--- src/rtl/beat_sequencer_ctrl.sv ---
// beat_sequencer_ctrl
// Playback controller for the beat-indexed song ROMs. Pad pulses select a
// track and restart it from beat 0; a speed-scaled divider advances the beat
// index. The controller also drives the active ROM's enable and the shared
// pause line, and it pulses track_done when a non-looping track runs out.
module beat_sequencer_ctrl #(
    parameter int NUM_TRACKS = 4,
    parameter int TRACK_LEN  = 92,
    parameter int BEAT_DIV   = 12500000
) (
    input  logic                  clk,
    input  logic                  rst,
    input  logic [NUM_TRACKS-1:0] pad_req,
    input  logic                  play_pause,
    input  logic                  stop,
    input  logic                  loop_en,
    input  logic [1:0]            speed,
    output logic [25:0]           ibeatNum,
    output logic [NUM_TRACKS-1:0] track_en,
    output logic                  pause,
    output logic                  busy,
    output logic                  track_done
);

    localparam int SEL_W = (NUM_TRACKS > 1) ? $clog2(NUM_TRACKS) : 1;
    localparam int DIV_W = $clog2(BEAT_DIV + 1);
    localparam logic [DIV_W-1:0] DIV_FULL  = DIV_W'(BEAT_DIV);
    localparam logic [25:0]      LAST_BEAT = 26'(TRACK_LEN - 1);

    typedef enum logic [1:0] {
        IDLE,
        PLAY,
        PAUSED
    } state_t;

    state_t           state;
    logic [SEL_W-1:0] sel;
    logic [DIV_W-1:0] divider;

    logic [SEL_W-1:0] pad_idx;
    logic             pad_any;
    logic [1:0]       shift;
    logic [DIV_W-1:0] period_m1;
    logic             tick;

    assign pad_any = |pad_req;

    // Lowest-indexed pad wins when several are pressed in the same cycle.
    always_comb begin
        // NOTE: default assignment first so the loop never leaves pad_idx unassigned (no latch).
        pad_idx = '0;
        for (int i = NUM_TRACKS - 1; i >= 0; i--) begin
            if (pad_req[i]) begin
                pad_idx = SEL_W'(i);
            end
        end
    end

    // Beat period in clk cycles; speed 3 is clamped to speed 2. Comparing with
    // >= lets a speed-up mid-beat tick immediately instead of overrunning.
    always_comb begin
        shift     = (speed == 2'd3) ? 2'd2 : speed;
        period_m1 = (DIV_FULL >> shift) - DIV_W'(1);
        tick      = (divider >= period_m1);
    end

    // Playback FSM with registered outputs; stop > pad_req > play_pause.
    always_ff @(posedge clk or posedge rst) begin
        if (rst) begin
            state      <= IDLE;
            sel        <= '0;
            divider    <= '0;
            ibeatNum   <= '0;
            track_en   <= '0;
            pause      <= 1'b0;
            busy       <= 1'b0;
            track_done <= 1'b0;
        end else begin
            // NOTE: non-blocking assignments so every register samples pre-edge values.
            track_done <= 1'b0;
            case (state)
                IDLE: begin
                    if (pad_any) begin
                        state    <= PLAY;
                        sel      <= pad_idx;
                        divider  <= '0;
                        ibeatNum <= '0;
                        track_en <= NUM_TRACKS'(1) << pad_idx;
                        pause    <= 1'b0;
                        busy     <= 1'b1;
                    end
                end

                PLAY: begin
                    if (stop) begin
                        state    <= IDLE;
                        divider  <= '0;
                        ibeatNum <= '0;
                        track_en <= '0;
                        pause    <= 1'b0;
                        busy     <= 1'b0;
                    end else if (pad_any) begin
                        sel      <= pad_idx;
                        divider  <= '0;
                        ibeatNum <= '0;
                        track_en <= NUM_TRACKS'(1) << pad_idx;
                    end else if (play_pause) begin
                        state <= PAUSED;
                        pause <= 1'b1;
                    end else if (tick) begin
                        divider <= '0;
                        if (ibeatNum < LAST_BEAT) begin
                            ibeatNum <= ibeatNum + 26'd1;
                        end else if (loop_en) begin
                            ibeatNum <= '0;
                        end else begin
                            state      <= IDLE;
                            ibeatNum   <= '0;
                            track_en   <= '0;
                            busy       <= 1'b0;
                            track_done <= 1'b1;
                        end
                    end else begin
                        divider <= divider + DIV_W'(1);
                    end
                end

                PAUSED: begin
                    if (stop) begin
                        state    <= IDLE;
                        divider  <= '0;
                        ibeatNum <= '0;
                        track_en <= '0;
                        pause    <= 1'b0;
                        busy     <= 1'b0;
                    end else if (pad_any) begin
                        state    <= PLAY;
                        sel      <= pad_idx;
                        divider  <= '0;
                        ibeatNum <= '0;
                        track_en <= NUM_TRACKS'(1) << pad_idx;
                        pause    <= 1'b0;
                    end else if (play_pause) begin
                        state <= PLAY;
                        pause <= 1'b0;
                    end
                end

                default: begin
                    state    <= IDLE;
                    divider  <= '0;
                    ibeatNum <= '0;
                    track_en <= '0;
                    pause    <= 1'b0;
                    busy     <= 1'b0;
                end
            endcase
        end
    end

endmodule

--- config.mk ---
export PLATFORM = sky130hd
export DESIGN_NAME = beat_sequencer_ctrl
export DESIGN_NICKNAME = d
export VERILOG_FILES = /design/src/rtl/beat_sequencer_ctrl.sv
export SDC_FILE = /design/constraint.sdc
export NUM_CORES = 1
export LEC_CHECK = 0
export ABC_AREA = 1
export CORE_MARGIN = 8
export CORE_UTILIZATION = 55
export CTS_CLUSTER_SIZE = 14
export DETAILED_ROUTE_END_ITERATION = 10
export PLACE_DENSITY = 0.81
export SLEW_MARGIN = 20
export SYNTH_ARGS = -nofsm -noshare
export SYNTH_HDL_FRONTEND = slang
export SYNTH_SLANG_ARGS = --single-unit
--- constraint.sdc ---
create_clock -name clk -period 3.9 [get_ports clk]
set_clock_uncertainty 0.2 [all_clocks]
set_input_delay 0.78 -clock clk [delete_from_list [all_inputs] [get_ports clk]]
set_output_delay 0.78 -clock clk [all_outputs]
set_load 0.01 [all_outputs]
==> flow_metrics.env <==
export IMPL_async_flop_share_pct=100.0
export IMPL_cp_end_kind="flip-flop"
export IMPL_drtIter0Drc=288
export IMPL_yosys_warnings=0
export IMPL_core_area_mm2=0.007567
export IMPL_clockPowerShare_pct=34.7
export IMPL_criticalPathCategory="in -> reg"
export IMPL_ff2ff_setup_slack_ps=1570
export IMPL_fin_area_mm2=0.004887
export IMPL_place_gp_congestion=0.9523
export IMPL_die_h_um=103.3
export IMPL_setup_viol=0
export IMPL_whs_ps=299.2
export IMPL_post_dp_cell_area_mm2=0.004711
export IMPL_vdd_drop_max_mv=0.2587
export IMPL_grt_pass1_vias=4142
export IMPL_vias=4189
export IMPL_startpoint_type="primary input"
export IMPL_drtAntennaViolNets=0
export IMPL_status="finished clean"
export IMPL_whs_endpoint="busy"
export IMPL_r2r_start="divider[15]"
export IMPL_drc=0
export IMPL_holdCritStartpoint="busy"
export IMPL_critPathRequiredTime_ps=3980
export IMPL_switchingPower_mw=0.5196
export IMPL_grt_max_degree=37
export IMPL_arrival_ps=3170
export IMPL_cts_reportedPaths_clkPinSlew_ps=80
export IMPL_syn_inst=623
export IMPL_synthFlopType="dfrtp_1"
export IMPL_layout_common_cells="nand2_1, nor2_1, inv_1, nand3_1, dfrtp_1"
export IMPL_die_x_um=103.3
export IMPL_dr_max_layer_used="met4"
export IMPL_synth_cell_type_count=38
export IMPL_final_util_pct=64.58
export IMPL_hold_buffers=0
export IMPL_final_max_slew_viol_count=0
export IMPL_overflow=0
export IMPL_synth_seq_cells=59
export IMPL_min_period_ps=3085
export IMPL_synth_enable_flop_cells=0
export IMPL_drt_total_wl_um=11330
export IMPL_start_util_pct=55.39
export IMPL_synthesis_area_mm2=0.004192
export IMPL_avgViaCountPerCell=5.398
export IMPL_cts_buffers=9
export IMPL_grt_use_total_pct=22.79
export IMPL_syn_avg_cell_area_um2=6.728
export IMPL_nets=696
export IMPL_final_common_cell="nand2_1"
export IMPL_areaGrowthSynthToFinish_pct=16.60
export IMPL_r2r_end="ibeatNum[4]"
export IMPL_cts_resized=0
export IMPL_wl_met2_um=5469
export IMPL_hold_class="reg -> reg"
export IMPL_drive_gt1_share_pct=8.457
export IMPL_portBuffers=43
export IMPL_clock_root_buffer="clkbuf_8"
export IMPL_postCtsSetupRepairBufs=0
export IMPL_antenna_found_initial=0
export IMPL_grt_pass1_wl_um=19170
export IMPL_rsz0062_at_grt="false"
export IMPL_fmax_mhz=324.1
export IMPL_comb_power_share_pct=20.3
export IMPL_final_hold_viol_count=0
export IMPL_synth_seq_area_share_pct=35.22
export IMPL_wl_per_cell_um=14.60
export IMPL_clk_latency_ps=350
export IMPL_n_antenna_cell=0
export IMPL_worst_slew_pin_slew_ps=771.8
export IMPL_die_area_mm2=0.01067
export IMPL_met3_length_um=608
export IMPL_rows=32
export IMPL_pwr_share_seq_pct=45.0
export IMPL_slew_headroom_pct=48.47
export IMPL_holdPathStages=2
export IMPL_maxCapViolations=0
export IMPL_drt_first_pass_iters=5
export IMPL_cts_buffer_depth=2
export IMPL_intPower_mw=0.9742
export IMPL_p_leak_nw=2.502
export IMPL_powerDensity_mw_per_mm2=305.7
export IMPL_ios=44
export IMPL_m1WireLength_um=4931
export IMPL_post_route_period_util_pct=79.11
export IMPL_clock_sinks=59
export IMPL_tns_ps=0
export IMPL_reg2reg_depth=11
export IMPL_htree_levels=3
export IMPL_fill_cells=677
export IMPL_cts_tree="built"
export IMPL_critical_path_max_fanout=16
export IMPL_dp_hpwl_um=8254
export IMPL_swShare_pct=34.78
-- Yosys cell counts, types with 2 or more instances --
library cell  number  area (um^2)
nor2_1            79        296.5
dfrtp_1           59         1476
nor4_1             3        18.77
clkbuf_1           2        7.510
o21a_1             2        15.01
nand2_2            3        18.77
nand3_1           60        300.3
o21bai_1           4        30.03
buf_2             10        50.05
nor3_1             6        30.03
nand2_4            2        22.52
nor2_4             2        22.52
o21ai_0            8        40.04
ha_1              16        200.2
nand2_1          208        780.8
a21oi_1           12        60.06
nand4_1           16        100.1
xor2_1            13        113.9
buf_4              2        15.01
inv_2              9        33.78
a21oi_2            6        52.55
nor2_8             2        40.04
nor2_2             6        37.54
xnor2_1            2        17.52
inv_1             71        266.5
o21ai_1            8        40.04
-- logic make-up after synthesis --
kind of cell,share of synthesized area (%)
AND/OR/NAND/NOR,40.87
AO/OA/AOI/OAI,6.508
adder cells (fa/ha/maj),4.776
buffers and inverters,9.403
other,0.08947
flip-flops,35.22
XOR/XNOR,3.134
-- area by class of cell --
| cell class | count | area, um^2 | area share (%) |
|---|---|---|---|
| Clock buffer | 9 | 123.9 | 2.535 |
| Sequential cell | 59 | 1476 | 30.21 |
| Inverter | 82 | 310.3 | 6.349 |
| Clock inverter | 7 | 52.55 | 1.075 |
| Timing Repair Buffer | 48 | 467.9 | 9.575 |
| Tap cell | 102 | 127.6 | 2.611 |
| Multi-Input combinational cell | 469 | 2328 | 47.64 |
-- how the worst max path moves through the flow --
stage          slack [ps]  cells past startpoint      from     endpoint
2_1_floorplan        1290                     14  speed[1]  ibeatNum[3]
3_3_place_gp          550                     16  speed[1]  track_en[0]
3_5_place_dp          460                     14  speed[1]  ibeatNum[2]
4_1_cts               830                     14  speed[1]  ibeatNum[2]
5_1_grt               560                     16  speed[1]  track_en[3]
6_report              810                     14  speed[1]  ibeatNum[2]
-- power groups by stage --
stage                     Sequential (mW)  Combinational [mW]  Clock, mW
after floorplan                     0.685               0.188          0
after global placement              0.681               0.294          0
after detailed placement            0.682               0.302          0
after CTS                           0.671               0.306      0.525
after global routing                0.675               0.337      0.554
final                               0.672               0.304      0.518
-- worst max-delay path, stage by stage --
cell	delay (ps)
clkdlybuf4s50_1	520
nor2_1	260
inv_1	110
ha_1	300
nand2_1	50
inv_1	70
nand4_1	130
nor2_2	160
nand3_2	130
nand4_4	150
nand2_4	130
inv_4	200
nand2_1	90
o21ai_1	80
-- stage by stage --
stage               std cells  total power, mW  setup WS [ps]
floorplan                 625           0.8728           1291
global placement          760           0.9755          553.6
detailed placement        760           0.9845          455.8
CTS                       776            1.502          833.6
global route              776            1.566          557.0
finish                    776            1.494          814.9
-- sequential cells by signal (all words and copies together), names as in the netlist --
| signal | cells |
|---|---|
| ibeatNum | 26 |
| divider | 24 |
| track_en | 4 |
| state | 2 |
| busy | 1 |
| pause | 1 |
| track_done | 1 |
-- layer usage --
metal	global-route usage, %	vias up
li1	-	2054
met1	27.48	1967
met2	39.01	138
met3	4.016	30
met4	9.900	0
met5	0	-
Note: power is estimated with default switching activity, not from simulation.
